## src/rtl/ntt_pkg.sv

```systemverilog
// Shared types and defaults for the NTT butterfly-schedule controller.
// Holds the FSM state encoding, default sizes and the stage-index width helper.
package ntt_pkg;

    localparam int unsigned LOGN_DEF    = 8;
    localparam int unsigned BFU_LAT_DEF = 2;

    typedef enum logic [1:0] {
        ST_IDLE  = 2'd0,
        ST_ISSUE = 2'd1,
        ST_DRAIN = 2'd2,
        ST_DONE  = 2'd3
    } ntt_state_e;

    // Width of the stage index; never narrower than one bit.
    function automatic int unsigned stage_w(input int unsigned logn);
        return (logn > 1) ? $clog2(logn) : 1;
    endfunction

endpackage

```

## src/rtl/ntt_ctrl_if.sv

```systemverilog
// Control/status bundle between the NTT controller (master) and the memory/BFU side (slave).
interface ntt_ctrl_if import ntt_pkg::*; #(
    parameter int unsigned LOGN = LOGN_DEF
);
    localparam int unsigned SW = stage_w(LOGN);

    logic            i_start;
    logic            i_bfu_valid;
    logic            o_busy;
    logic            o_rd_en;
    logic [LOGN-1:0] o_rd_addr_x;
    logic [LOGN-1:0] o_rd_addr_y;
    logic [LOGN-1:0] o_tw_addr;
    logic            o_bfu_en;
    logic            o_wr_en;
    logic [LOGN-1:0] o_wr_addr_x;
    logic [LOGN-1:0] o_wr_addr_y;
    logic [SW-1:0]   o_stage;
    logic            o_done;
    logic            o_err;

    modport master (
        input  i_start, i_bfu_valid,
        output o_busy, o_rd_en, o_rd_addr_x, o_rd_addr_y, o_tw_addr, o_bfu_en,
               o_wr_en, o_wr_addr_x, o_wr_addr_y, o_stage, o_done, o_err
    );

    modport slave (
        output i_start, i_bfu_valid,
        input  o_busy, o_rd_en, o_rd_addr_x, o_rd_addr_y, o_tw_addr, o_bfu_en,
               o_wr_en, o_wr_addr_x, o_wr_addr_y, o_stage, o_done, o_err
    );

endinterface

```

## src/rtl/ntt_delay_line.sv

```systemverilog
// Resettable shift register that replays each issued read {valid, x, y} as the
// butterfly enable (first tap) and as the write-back strobe/addresses (last tap).
module ntt_delay_line #(
    parameter int unsigned LOGN  = 8,
    parameter int unsigned DEPTH = 3
) (
    input  logic            i_clk,
    input  logic            i_reset,
    input  logic            i_valid,
    input  logic [LOGN-1:0] i_addr_x,
    input  logic [LOGN-1:0] i_addr_y,
    output logic            o_bfu_en,
    output logic            o_wr_en,
    output logic [LOGN-1:0] o_wr_addr_x,
    output logic [LOGN-1:0] o_wr_addr_y
);

    logic [DEPTH-1:0][2*LOGN:0] r_pipe;

    // Shift one slot per cycle; reset flushes any in-flight write.
    always_ff @(posedge i_clk) begin
        if (i_reset) begin
            r_pipe <= '0;
        end else begin
            r_pipe[0] <= {i_valid, i_addr_x, i_addr_y};
            for (int i = 1; i < int'(DEPTH); i++) begin
                r_pipe[i] <= r_pipe[i-1];
            end
        end
    end

    assign o_bfu_en    = r_pipe[0][2*LOGN];
    assign o_wr_en     = r_pipe[DEPTH-1][2*LOGN];
    assign o_wr_addr_x = r_pipe[DEPTH-1][2*LOGN-1:LOGN];
    assign o_wr_addr_y = r_pipe[DEPTH-1][LOGN-1:0];

endmodule

```

## src/rtl/ntt_ctrl.sv

```systemverilog
// Forward-NTT schedule controller: issues N/2 butterflies per stage, drains the
// BFU pipeline between stages. Optional bfu_valid alignment check: NTT_CTRL_VALID_CHECK_EN.
module ntt_ctrl import ntt_pkg::*; #(
    parameter int unsigned LOGN    = LOGN_DEF,
    parameter int unsigned BFU_LAT = BFU_LAT_DEF
) (
    input  logic       i_clk,
    input  logic       i_reset,
    ntt_ctrl_if.master bus
);

    localparam int unsigned SW = stage_w(LOGN);
    localparam int unsigned CW = (LOGN > $clog2(BFU_LAT + 1)) ? LOGN : $clog2(BFU_LAT + 1);
    localparam logic [CW-1:0] LAST_ISSUE = CW'((2 ** (LOGN - 1)) - 1);
    localparam logic [CW-1:0] LAST_DRAIN = CW'(BFU_LAT);
    localparam logic [SW-1:0] LAST_STAGE = SW'(LOGN - 1);

    ntt_state_e      r_state, w_state_nxt;
    logic [CW-1:0]   r_cnt, w_cnt_nxt;
    logic [SW-1:0]   r_stage, w_stage_nxt;
    logic            r_rd_en, r_busy, r_done;
    logic [LOGN-1:0] r_rd_addr_x, r_rd_addr_y, r_tw_addr;
    logic [SW-1:0]   w_shift;
    logic [LOGN-1:0] w_half, w_pair, w_grp, w_ax, w_ay, w_tw;
    logic            w_wr_en;

    // State, counter and stage registers.
    always_ff @(posedge i_clk) begin
        if (i_reset) begin
            r_state <= ST_IDLE;
            r_cnt   <= '0;
            r_stage <= '0;
        end else begin
            r_state <= w_state_nxt;
            r_cnt   <= w_cnt_nxt;
            r_stage <= w_stage_nxt;
        end
    end

    // Next-state logic; r_cnt counts issues in ISSUE and drain cycles in DRAIN.
    always_comb begin
        w_state_nxt = r_state;
        w_cnt_nxt   = r_cnt;
        w_stage_nxt = r_stage;
        case (r_state)
            ST_IDLE: begin
                if (bus.i_start) begin
                    w_state_nxt = ST_ISSUE;
                    w_cnt_nxt   = '0;
                    w_stage_nxt = '0;
                end else begin
                    w_state_nxt = ST_IDLE;
                end
            end
            ST_ISSUE: begin
                if (r_cnt == LAST_ISSUE) begin
                    w_state_nxt = ST_DRAIN;
                    w_cnt_nxt   = '0;
                end else begin
                    w_cnt_nxt = r_cnt + CW'(1'b1);
                end
            end
            ST_DRAIN: begin
                if (r_cnt == LAST_DRAIN) begin
                    w_cnt_nxt = '0;
                    if (r_stage == LAST_STAGE) begin
                        w_state_nxt = ST_DONE;
                        w_stage_nxt = '0;
                    end else begin
                        w_state_nxt = ST_ISSUE;
                        w_stage_nxt = r_stage + SW'(1'b1);
                    end
                end else begin
                    w_cnt_nxt = r_cnt + CW'(1'b1);
                end
            end
            ST_DONE: begin
                w_state_nxt = ST_IDLE;
            end
            default: begin
                w_state_nxt = ST_IDLE;
                w_cnt_nxt   = '0;
                w_stage_nxt = '0;
            end
        endcase
    end

    // Pair address = issue index with a zero inserted at bit (LOGN-1-stage).
    always_comb begin
        w_shift = SW'(LOGN - 1) - w_stage_nxt;
        w_half  = LOGN'(1'b1) << w_shift;
        w_pair  = w_cnt_nxt[LOGN-1:0];
        w_grp   = w_pair >> w_shift;
        if (w_state_nxt == ST_ISSUE) begin
            w_ax = ((w_grp << w_shift) << 1) | (w_pair & (w_half - LOGN'(1'b1)));
            w_ay = w_ax | w_half;
            w_tw = (LOGN'(1'b1) << w_stage_nxt) | w_grp;
        end else begin
            w_ax = '0;
            w_ay = '0;
            w_tw = '0;
        end
    end

    // Registered read-side and status outputs, aligned with the state register.
    always_ff @(posedge i_clk) begin
        if (i_reset) begin
            r_rd_en     <= 1'b0;
            r_rd_addr_x <= '0;
            r_rd_addr_y <= '0;
            r_tw_addr   <= '0;
            r_busy      <= 1'b0;
            r_done      <= 1'b0;
        end else begin
            r_rd_en     <= (w_state_nxt == ST_ISSUE);
            r_rd_addr_x <= w_ax;
            r_rd_addr_y <= w_ay;
            r_tw_addr   <= w_tw;
            r_busy      <= (w_state_nxt == ST_ISSUE) || (w_state_nxt == ST_DRAIN);
            r_done      <= (w_state_nxt == ST_DONE);
        end
    end

    ntt_delay_line #(
        .LOGN  (LOGN),
        .DEPTH (1 + BFU_LAT)
    ) u_delay (
        .i_clk       (i_clk),
        .i_reset     (i_reset),
        .i_valid     (r_rd_en),
        .i_addr_x    (r_rd_addr_x),
        .i_addr_y    (r_rd_addr_y),
        .o_bfu_en    (bus.o_bfu_en),
        .o_wr_en     (w_wr_en),
        .o_wr_addr_x (bus.o_wr_addr_x),
        .o_wr_addr_y (bus.o_wr_addr_y)
    );

`ifdef NTT_CTRL_VALID_CHECK_EN
    logic r_err;

    // Sticky flag: BFU valid must track the write-back strobe exactly.
    always_ff @(posedge i_clk) begin
        if (i_reset) begin
            r_err <= 1'b0;
        end else if (bus.i_bfu_valid != w_wr_en) begin
            r_err <= 1'b1;
        end else begin
            r_err <= r_err;
        end
    end

    assign bus.o_err = r_err;
`else
    logic w_unused_bfu_valid;
    assign w_unused_bfu_valid = bus.i_bfu_valid;
    assign bus.o_err          = 1'b0;
`endif

    assign bus.o_busy      = r_busy;
    assign bus.o_rd_en     = r_rd_en;
    assign bus.o_rd_addr_x = r_rd_addr_x;
    assign bus.o_rd_addr_y = r_rd_addr_y;
    assign bus.o_tw_addr   = r_tw_addr;
    assign bus.o_wr_en     = w_wr_en;
    assign bus.o_stage     = r_stage;
    assign bus.o_done      = r_done;

endmodule

```

## src/flat_wrapper.sv

```systemverilog
// flat-port wrapper written by rule: the top's interface ports become plain ports
module ntt_ctrl_flat import ntt_pkg::*;
#(
    parameter int unsigned LOGN    = LOGN_DEF,
    parameter int unsigned BFU_LAT = BFU_LAT_DEF
)
  (i_clk, i_reset, bus_i_start, bus_i_bfu_valid, bus_o_busy, bus_o_rd_en, bus_o_rd_addr_x, bus_o_rd_addr_y, bus_o_tw_addr, bus_o_bfu_en, bus_o_wr_en, bus_o_wr_addr_x, bus_o_wr_addr_y, bus_o_stage, bus_o_done, bus_o_err);
  ntt_ctrl_if #(.LOGN(LOGN)) bus_i ();
  input  logic i_clk;
  input  logic i_reset;
  input wire logic [$bits(bus_i.i_start)-1:0] bus_i_start;
  input wire logic [$bits(bus_i.i_bfu_valid)-1:0] bus_i_bfu_valid;
  output wire logic [$bits(bus_i.o_busy)-1:0] bus_o_busy;
  output wire logic [$bits(bus_i.o_rd_en)-1:0] bus_o_rd_en;
  output wire logic [$bits(bus_i.o_rd_addr_x)-1:0] bus_o_rd_addr_x;
  output wire logic [$bits(bus_i.o_rd_addr_y)-1:0] bus_o_rd_addr_y;
  output wire logic [$bits(bus_i.o_tw_addr)-1:0] bus_o_tw_addr;
  output wire logic [$bits(bus_i.o_bfu_en)-1:0] bus_o_bfu_en;
  output wire logic [$bits(bus_i.o_wr_en)-1:0] bus_o_wr_en;
  output wire logic [$bits(bus_i.o_wr_addr_x)-1:0] bus_o_wr_addr_x;
  output wire logic [$bits(bus_i.o_wr_addr_y)-1:0] bus_o_wr_addr_y;
  output wire logic [$bits(bus_i.o_stage)-1:0] bus_o_stage;
  output wire logic [$bits(bus_i.o_done)-1:0] bus_o_done;
  output wire logic [$bits(bus_i.o_err)-1:0] bus_o_err;
  assign bus_i.i_start = bus_i_start;
  assign bus_i.i_bfu_valid = bus_i_bfu_valid;
  assign bus_o_busy = bus_i.o_busy;
  assign bus_o_rd_en = bus_i.o_rd_en;
  assign bus_o_rd_addr_x = bus_i.o_rd_addr_x;
  assign bus_o_rd_addr_y = bus_i.o_rd_addr_y;
  assign bus_o_tw_addr = bus_i.o_tw_addr;
  assign bus_o_bfu_en = bus_i.o_bfu_en;
  assign bus_o_wr_en = bus_i.o_wr_en;
  assign bus_o_wr_addr_x = bus_i.o_wr_addr_x;
  assign bus_o_wr_addr_y = bus_i.o_wr_addr_y;
  assign bus_o_stage = bus_i.o_stage;
  assign bus_o_done = bus_i.o_done;
  assign bus_o_err = bus_i.o_err;
  ntt_ctrl #(.LOGN(LOGN), .BFU_LAT(BFU_LAT)) u_core (.i_clk(i_clk), .i_reset(i_reset), .bus(bus_i));
endmodule
```

## config.mk

```make
export PLATFORM = sky130hd
export DESIGN_NAME = ntt_ctrl_flat
export DESIGN_NICKNAME = d
export VERILOG_FILES = /design/src/rtl/ntt_pkg.sv /design/src/rtl/ntt_ctrl_if.sv /design/src/rtl/ntt_delay_line.sv /design/src/rtl/ntt_ctrl.sv /design/src/flat_wrapper.sv
export SDC_FILE = /design/constraint.sdc
export NUM_CORES = 1
export LEC_CHECK = 0
export CORE_UTILIZATION = 54
export CTS_CLUSTER_DIAMETER = 40
export DETAILED_ROUTE_END_ITERATION = 12
export HOLD_SLACK_MARGIN = 0.08
export PLACE_DENSITY = 0.79
export SLEW_MARGIN = 10
export SYNTH_ARGS = -nofsm -noshare
export SYNTH_HDL_FRONTEND = slang
export SYNTH_SLANG_ARGS = --single-unit
export TNS_END_PERCENT = 10
```

## constraint.sdc

```tcl
create_clock -name i_clk -period 4.46 [get_ports i_clk]
set_clock_uncertainty 0.2 [all_clocks]
set_input_delay 1.338 -clock i_clk [delete_from_list [all_inputs] [get_ports i_clk]]
set_output_delay 1.338 -clock i_clk [all_outputs]
set_load 0.03 [all_outputs]
```

# Word-level counts from Yosys, hierarchy flattened
# Cells that the tools add are included.
[totals] regBits=91 in_bits=4 elab_cells=50 output_inout_bits=49
[op_classes] n_shift=4 eq_ne=9 add_sub_neg=4 mux=13 reduce_logical=3 bitwise=5
[ops] operator="8-bit 2-to-1 mux" n=3
[ops] operator="8-bit bitwise OR" n=3
[ops] operator="8-bit one-hot mux with 3 select lines" n=1
[ops] operator="1-bit by 3-bit left shift with 8-bit output, first input constant" n=2
[ops] operator="3-bit 2-to-1 mux" n=3
[ops] operator="8-bit by 1-bit adder with 8-bit output, second input constant" n=1
[ops] operator="8-bit AND" n=1
[ops] operator="2-bit equality test, second input constant" n=4
[ops] operator="8-bit by 2-bit equality test with 1-bit output, second input constant" n=1
[ops] operator="8-bit by 7-bit equality test with 1-bit output, second input constant" n=1
[ops] operator="2-bit one-hot mux with 4 select lines" n=1
[ops] operator="8-bit by 3-bit left shift with 7-bit output" n=1
[ops] operator="8-bit by 3-bit >> shifter with 8-bit output" n=1
[ops] operator="8-bit by 1-bit subtractor with 8-bit output, second input constant" n=1
[ops] operator="2-bit 2-to-1 mux" n=3
[ops] operator="3-bit one-hot mux with 2 select lines" n=1
[ops] operator="2-bit by 1-bit equality test with 1-bit output, second input constant" n=2
[ops] operator="3-bit by 1-bit adder with 3-bit output, second input constant" n=1
[ops] operator="3-bit equality test, second input constant" n=1
[ops] operator="3-bit subtractor, first input constant" n=1
[ops] operator="2-bit logical NOT" n=1
[ops] operator="2-bit OR reduction" n=1
[ops] operator="1-bit logical OR" n=1
[ops] operator="1-bit 2-to-1 mux" n=1
[ops] operator="1-bit NOT" n=1

# Depth between registers and ports, before layout
# Gate-level depths: netlist (run 1).
[depth] ltp_word=10 mapped_depth=13 mapped_depth_nobuf=12

# By module
# A second synthesis (run 1) with hierarchy kept.
[unflattened] cells_unflattened=387 hier_area_um2=3763.6
[modules_own_cells] mod="ntt_ctrl" cells_each=264 n_inst=1 seq_area_each_um2=800.8 area_per_inst_um2=2278.4
[modules_own_cells] mod="ntt_delay_line" cells_each=123 n_inst=1 seq_area_each_um2=1021.0 area_per_inst_um2=1485.2

# Least setup slack after synthesis (run 1)
# Ideal clock, no wire load.
[synth_timing] path_kind="input-to-reg" start="in bus_i_start" end="reg u_core.r_rd_addr_x[2] (netlist: u_core.bus.o_rd_addr_x[2])" stages=10 setup_slack_ns=1.156 path_buffers=1 setup_ns=0.120 required_time_ns=4.140 arrival_time_ns=2.984 path_cell_list="nor2_1 or2_2 a221o_1 buf_4 nand3_1 ha_1 inv_1 xnor2_1 a2bb2oi_1 a21oi_1"
[synth_between] elab_chain_len=7 word_cells_on_any_way=16 cone_classes="2 x add/sub; 1 x eq/ne; 3 x shift; 6 x mux; 3 x bitwise; 1 x reduce/logical"
[synth_lines] item="from (decl)" line="flat_wrapper.sv:11" source="input wire logic [$bits(bus_i.i_start)-1:0] bus_i_start;"
[synth_lines] item="3-bit 2-to-1 mux" line="ntt_ctrl.sv:47" source="if (bus.i_start) begin"
[synth_lines] item="3-bit one-hot mux with 2 select lines" line="ntt_ctrl.sv:45" source="case (r_state)"
[synth_lines] item="3-bit subtractor" line="ntt_ctrl.sv:90" source="w_shift = SW'(LOGN - 1) - w_stage_nxt;"
[synth_lines] item="1-bit by 3-bit left shift with 8-bit output" line="ntt_ctrl.sv:91" source="w_half = LOGN'(1'b1) << w_shift;"
[synth_lines] item="8-bit by 1-bit subtractor with 8-bit output" line="ntt_ctrl.sv:95" source="w_ax = ((w_grp << w_shift) << 1) | (w_pair & (w_half - LOGN'(1'b1)));"
[synth_lines] item="8-bit AND" line="ntt_ctrl.sv:95"
[synth_lines] item="8-bit bitwise OR" line="ntt_ctrl.sv:95"
[synth_lines] item="to (signal assigned)" line="ntt_ctrl.sv:116" source="r_rd_addr_x <= w_ax;"
[synth_lines] item="to (decl)" line="ntt_ctrl.sv:22" source="logic [LOGN-1:0] r_rd_addr_x, r_rd_addr_y, r_tw_addr;"
# Several ways; a longest one is shown, not always the timed one.
# A chain may end at the register's enable or synchronous reset.

# Final worst setup path (run 1)
# Same ends and word-level chain as after synthesis.

==> impl_metrics.yaml, run 1 <==
pwr:
  p_switching_w: 0.000372
  seqPwrFrac_pct: 57.8
  vdd.ir_drop.worst_mv: 0.256
  clockPowerShare_pct: 37.2
  share_comb_of_total_power_pct: 5.0
  power.share.switching_pct: 25.9
  total_leakage_power_nw: 1.63
  p_int_w: 0.00106
  power.total_w: 0.00144
  powerDensity_mw_per_mm2: 335
die:
  dieArea_sq_mm: 0.00711
  io_pins: 53
  core_sq_mm: 0.00646
  die_outline_width_um: 84.3
  dieHeight_um: 84.3
  fp-row-count: 29
  initial_cell_density_of_the_core_pct: 56.7
clock_tree:
  holdBufCountCts: 0
  tritoncts: "yes"
  cts-resized-gates: 0
  cts_inserted_buffers: 9
  root_buffer_cell: "sky130_fd_sc_hd__clkbuf_8"
  cts_setup_buffers: 0
  cts-root-to-sink-buffers: 2
  cts.clk_slew.worst_paths_ps: 100
  clock_tree_sinks: 91
  clock_insertion_delay_worst_skew_ps: 360
  cts_max_level: 3
synthesis:
  synthFlopType: "sky130_fd_sc_hd__dfxtp_1"
  yosys_register_bits: 91
  syn_nets: 401
  syn-mean-instance-area_sq_um: 9.38
  netlist_instances: 390
  synthArstFlopShare_pct: 0
  ys.warnings.count: 0
  synth.lib_cells_used.distinct: 62
  mappedNetlistArea_sq_mm: 0.00366
  yosysSeqAreaShare_pct: 49.8
  number_of_synthesized_flops_with_an_enable_pin: 0
sta:
  setup_repair_after_global_routing_missed_its_margin: "false"
  drv_slew: 0
  finalSetupViolations: 0
  worstMarginPinSlew_ps: 820
  hold-worst-slack_ps: 240
  timing.final.crit_period_ps: 3680
  finalSetupTns_ps: 0
  max_fclk_ghz: 0.272
  post-route-period-util_pct: 82.5
  minimum_setup_slack_in_the_final_design_ps: 781
  relSlewSlack_pct: 45.4
  final-hold-violation-count: 0
global_route:
  vias_in_the_first_global_route: 2521
  grt_first_pass_wirelength_mm: 12.1
  grt_use_total_pct: 21.7
  globalRoute.totalOverflow: 0
  antenna_violations_before_repair: 0
  grt_max_degree: 67
final_layout:
  drive_above_1_share_pct: 9.41
  finalNetCount: 431
  layout_commonest_cell: "sky130_fd_sc_hd__dfxtp_1"
  area_growth_pct: 17.1
  antenna_cells_inserted: 0
  commonest_cells_after_routing_fill_and_taps_aside: "91 x sky130_fd_sc_hd__dfxtp_1, 57 x sky130_fd_sc_hd__nor2b_1, 49 x sky130_fd_sc_hd__clkdlybuf4s50_1, 28 x sky130_fd_sc_hd__nor2_1, 27 x sky130_fd_sc_hd__nand2_1"
  utilization_pct: 66.3
worst_setup_path:
  crit_family: "compound AO/OA/AOI/OAI gates"
  setup.worst_path.class: "input port to register"
  worst-endpoint-required_ps: 4560
  cp-start-kind: "input port"
  worst_setup_path_end_kind: "register"
  timing.reg2reg.setup_slack_ps: 1200
  critical_path.slowest_cell: "sky130_fd_sc_hd__clkdlybuf4s50_1"
  crit_buf_inv: 2
  critical_path.max_fanout: 8
  worstPathArrival_ps: 3780
  cells_along_the_critical_path: "clkdlybuf4s50_1 -> nor2_1 -> or2_2 -> a221o_1 -> nand3_1 -> ha_1 -> inv_1 -> xnor2_1 -> a2bb2oi_1 -> a21oi_1"
  crit_path_max_cell_delay_ps: 570
outcome:
  outcome: "finished with violations"
  failing_checks: "DRC"
run:
  cap_violations: 0
route:
  post-route-drc-count: 7
  first_pass_iters: 9
  detail-route-antenna-nets: 0
  detail_route.wirelength_mm: 7.35
  routedWlPerCell_um: 14.6
  drt-initial-drc-count: 177
  viasPerCell: 5.51
  dr_total_vias: 2764
place:
  place.gp.congestion: 0.854
  dp_slack_ps: 412
  dp_hpwl_mm: 5.11
  io_buffers: 50
worst_hold_path:
  min-delay-path-class: "register to register"
## Yosys cell counts (all sizes together) (3+ instances only)
master  count  area share, %
buf        31            5.6
nor2       29            3.2
o32ai       3           0.92
nand2      27            2.8
a22oi       4           0.82
nand2b      4           0.68
o21a        3           0.62
and2        4           0.68
a221oi      3            1.1
inv         8           0.82
dfxtp      91             50
nor3        8            1.4
clkbuf     11            1.1
nand3       8            1.1
mux2i       4            1.1
ha          7            2.4
nor2b      57            9.7
o21ai      19            2.6
o31ai       5            1.0
a21oi      20            2.7
## power groups by stage
stage / registers (W) / logic, W / clock network (W)
floorplan: 0.000855 / 0.0000425 / 0
global placement: 0.000849 / 0.0000708 / 0
detailed placement: 0.000850 / 0.0000716 / 0
CTS: 0.000831 / 0.0000719 / 0.000550
global route: 0.000833 / 0.0000779 / 0.000578
finish: 0.000831 / 0.0000716 / 0.000535
## metrics by stage
stage	instances	area [sq um]
floorplan	390	3660
global placement	486	4090
detailed placement	486	4090
CTS	502	4280
global route	502	4280
finish	502	4280
## cell families (layout without fill, tap and decap cells)
logic type / after synthesis / in the layout / synth area share, %
muxes: 5 / 5 / 1.40
AOI/OAI and AO/OA: 82 / 82 / 15.5
and+or+nand+nor: 152 / 152 / 22.9
xor gates and xnor gates: 1 / 1 / 0.239
DFF: 91 / 91 / 49.8
other: 1 / 1 / 0.102
adders and majority gates: 7 / 7 / 2.39
buffers and inverters: 51 / 86 / 7.66
## flip-flops by register name (all words and copies together) (netlist names)
| name | flops |
|---|---|
| u_core.bus.o_rd_addr_x | 8 |
| u_core.bus.o_tw_addr | 8 |
| u_core.bus.o_rd_addr_y | 8 |
| u_core.bus.o_done | 1 |
| u_core.bus.o_stage | 3 |
| u_core.u_delay.o_wr_addr_x | 8 |
| u_core.r_state | 2 |
| u_core.bus.o_busy | 1 |
| u_core.r_cnt | 8 |
| u_core.bus.o_rd_en | 1 |
| u_core.u_delay.o_bfu_en | 1 |
| u_core.u_delay.o_wr_addr_y | 8 |
| u_core.u_delay.o_wr_en | 1 |
| u_core.u_delay.r_pipe | 33 |
## final timing paths
path                                                start                             to  cells after the start
worst max-delay path                          bus_i_start      u_core.bus.o_rd_addr_x[2]                     10
worst min register to register  u_core.u_delay.r_pipe[30]  u_core.u_delay.o_wr_addr_x[5]                      1
worst min-delay path            u_core.u_delay.r_pipe[30]  u_core.u_delay.o_wr_addr_x[5]                      1
worst max register to register            u_core.r_cnt[0]      u_core.bus.o_rd_addr_y[4]                     11
## metal layers
layer	vias up	share of wire [%]	GRT usage, %
li1	1380	-	-
met1	1258	45	28.7
met2	112	45	33.8
met3	14	7.3	4.52
met4	0	2.1	10.8
met5	-	0	0
## cell type report
class	instances	area, sq um
clock buffers	9	124
well taps	77	96.3
clock inverters	7	72.6
repair buffers	61	578
inverters	9	33.8
flip-flops and latches	91	1820
multi-input cells	248	1560
fillers	530	2170
(Power assumes the default switching activity.)
==> run 2: changes to the inputs <==
- clock period: 4.46 -> 3.75 ns (I/O delays scaled with it)
==> run 2 against run 1 <==
Net effect:
- the run still ends with DRC left
- core utilization increased by 1.0 points
- power increased by 24%
- clock-buffer cell count unchanged
- via count increased by 3.4%
- sequential power increased by 19%
- first-iteration DRC count increased by 25%
- routed wire length increased by 3.2%
- cell area increased by 1.5%
- worst setup slack got worse by 270 ps
==> impl_metrics.yaml, run 2 (synthesis gave the netlist of run 1 again) <==
worst_hold_path:
  hold_start: "u_core.u_delay.r_pipe[31]"
  min-delay-path-class: "register to register"
clock_tree:
  clock_insertion_delay_worst_skew_ps: 360
  cts_max_level: 3
  tritoncts: "yes"
  cts-resized-gates: 0
  cts.clk_slew.worst_paths_ps: 90
  clock_tree_sinks: 91
  root_buffer_cell: "sky130_fd_sc_hd__clkbuf_8"
  holdBufCountCts: 0
  cts-root-to-sink-buffers: 2
  cts_inserted_buffers: 9
  cts_setup_buffers: 0
die:
  core_sq_mm: 0.00646
  dieHeight_um: 84.3
  fp-row-count: 29
  initial_cell_density_of_the_core_pct: 56.7
  io_pins: 53
  dieArea_sq_mm: 0.00711
  die_outline_width_um: 84.3
place:
  place.gp.congestion: 0.871
  io_buffers: 50
  dp_hpwl_mm: 5.19
final_layout:
  drive_above_1_share_pct: 10.7
  commonest_cells_after_routing_fill_and_taps_aside: "91 x sky130_fd_sc_hd__dfxtp_1, 57 x sky130_fd_sc_hd__nor2b_1, 49 x sky130_fd_sc_hd__clkdlybuf4s50_1, 28 x sky130_fd_sc_hd__nor2_1, 27 x sky130_fd_sc_hd__nand2_1"
  layout_commonest_cell: "sky130_fd_sc_hd__dfxtp_1"
  antenna_cells_inserted: 0
  utilization_pct: 67.3
  largest_register_ffs: 33
  area_growth_pct: 18.8
  regMostFlops: "u_core.u_delay.r_pipe"
  finalNetCount: 437
worst_setup_path:
  crit_buf_inv: 2
  crit_path_max_cell_delay_ps: 470
  setup.worst_path.class: "input port to register"
  worst-endpoint-required_ps: 3810
  worstPathArrival_ps: 3300
  cells_along_the_critical_path: "clkdlybuf4s50_1 -> nor2_1 -> or2_2 -> a221o_1 -> buf_4 -> nor2_4 -> a221oi_2 -> o32a_2 -> o32ai_2"
  critical_path.slowest_cell: "sky130_fd_sc_hd__clkdlybuf4s50_1"
  worst_setup_path_end_kind: "register"
  crit_path_start: "bus_i_start"
  cp-start-kind: "input port"
  crit_family: "compound AO/OA/AOI/OAI gates"
  crit-reg2reg-launch: "u_core.r_cnt[0]"
  critical_path.max_fanout: 17
global_route:
  grt_first_pass_wirelength_mm: 12.7
  globalRoute.totalOverflow: 0
  antenna_violations_before_repair: 0
  grt_max_degree: 67
  grt_use_total_pct: 23.1
  vias_in_the_first_global_route: 2591
run:
  cap_violations: 0
route:
  viasPerCell: 5.63
  dr_total_vias: 2858
  drt-initial-drc-count: 221
  post-route-drc-count: 7
  routedWlPerCell_um: 14.9
  detail_route.wirelength_mm: 7.59
  detail-route-antenna-nets: 0
  first_pass_iters: 9
sta:
  finalSetupViolations: 0
  timing.final.crit_period_ps: 3240
  drv_slew: 0
  max_fclk_ghz: 0.309
  final-hold-violation-count: 0
  setup_repair_after_global_routing_missed_its_margin: "false"
  finalSetupTns_ps: 0
  relSlewSlack_pct: 48.7
  post-route-period-util_pct: 86.3
  hold-worst-slack_ps: 234
  worstMarginPinSlew_ps: 769
pwr:
  vdd.ir_drop.worst_mv: 0.270
  powerDensity_mw_per_mm2: 408
  total_leakage_power_nw: 1.67
outcome:
  failing_checks: "DRC"
  outcome: "finished with violations"
run 2: worst register-to-register path, stage by stage (launching register included):
cell	delay [ps]
sky130_fd_sc_hd__dfxtp_1	370
sky130_fd_sc_hd__inv_1	110
sky130_fd_sc_hd__ha_1	170
sky130_fd_sc_hd__or3b_2	550
sky130_fd_sc_hd__nor2_1	320
sky130_fd_sc_hd__a21oi_1	140
sky130_fd_sc_hd__o21ai_0	300
sky130_fd_sc_hd__ha_1	240
sky130_fd_sc_hd__nand2b_1	80
sky130_fd_sc_hd__clkinv_1	160
sky130_fd_sc_hd__nand2_1	160
sky130_fd_sc_hd__o32ai_2	320
run 2: worst paths after layout:
| path | end | slack, ps | cells after the start |
|---|---|---|---|
| max | u_core.bus.o_rd_addr_y[4] | 510 | 9 |
| min reg2reg | u_core.u_delay.o_wr_addr_x[6] | 230 | 1 |
| max reg2reg | u_core.bus.o_rd_addr_y[4] | 540 | 11 |
| min | u_core.u_delay.o_wr_addr_x[6] | 230 | 1 |
run 2: layout make-up:
type	instances	area, sq um
fillers	521	2110
flip-flops and latches	91	1820
multi-input cells	248	1560
repair buffers	67	623
clock buffers	9	124
well taps	77	96.3
clock inverters	7	92.6
inverters	9	33.8
run 2: per-layer routing:
layer	vias to the layer above	GRT usage, %	wire length, um
met3	12	6.39	545
li1	1391	-	-
met5	-	0	0
met4	0	10.0	85
met1	1326	30.2	3430
met2	129	36.0	3530
run 2: power breakdown:
group / switching, W / leakage [nW] / total, W / internal, W
clock network: 0.000373 / 0.109 / 0.000698 / 0.000325
logic: 0.0000576 / 0.830 / 0.0000902 / 0.0000325
registers: 0.00000991 / 0.735 / 0.000987 / 0.000978
total: 0.000441 / 1.67 / 0.00178 / 0.00133
run 2: metrics by stage:
step                cell area (sq um)  power (W)  setup slack, ps  instances
floorplan                        3660    0.00107              629        390
global placement                 4130    0.00110              156        492
detailed placement               4130    0.00110              154        492
CTS                              4350    0.00179              537        508
global route                     4350    0.00184              312        508
finish                           4350    0.00178              512        508
==> run 3: changes to the inputs <==
- SLEW_MARGIN: 10 -> 15
==> results of run 3 <==
The final DEF is identical to that of run 2; final timing and power are the same.
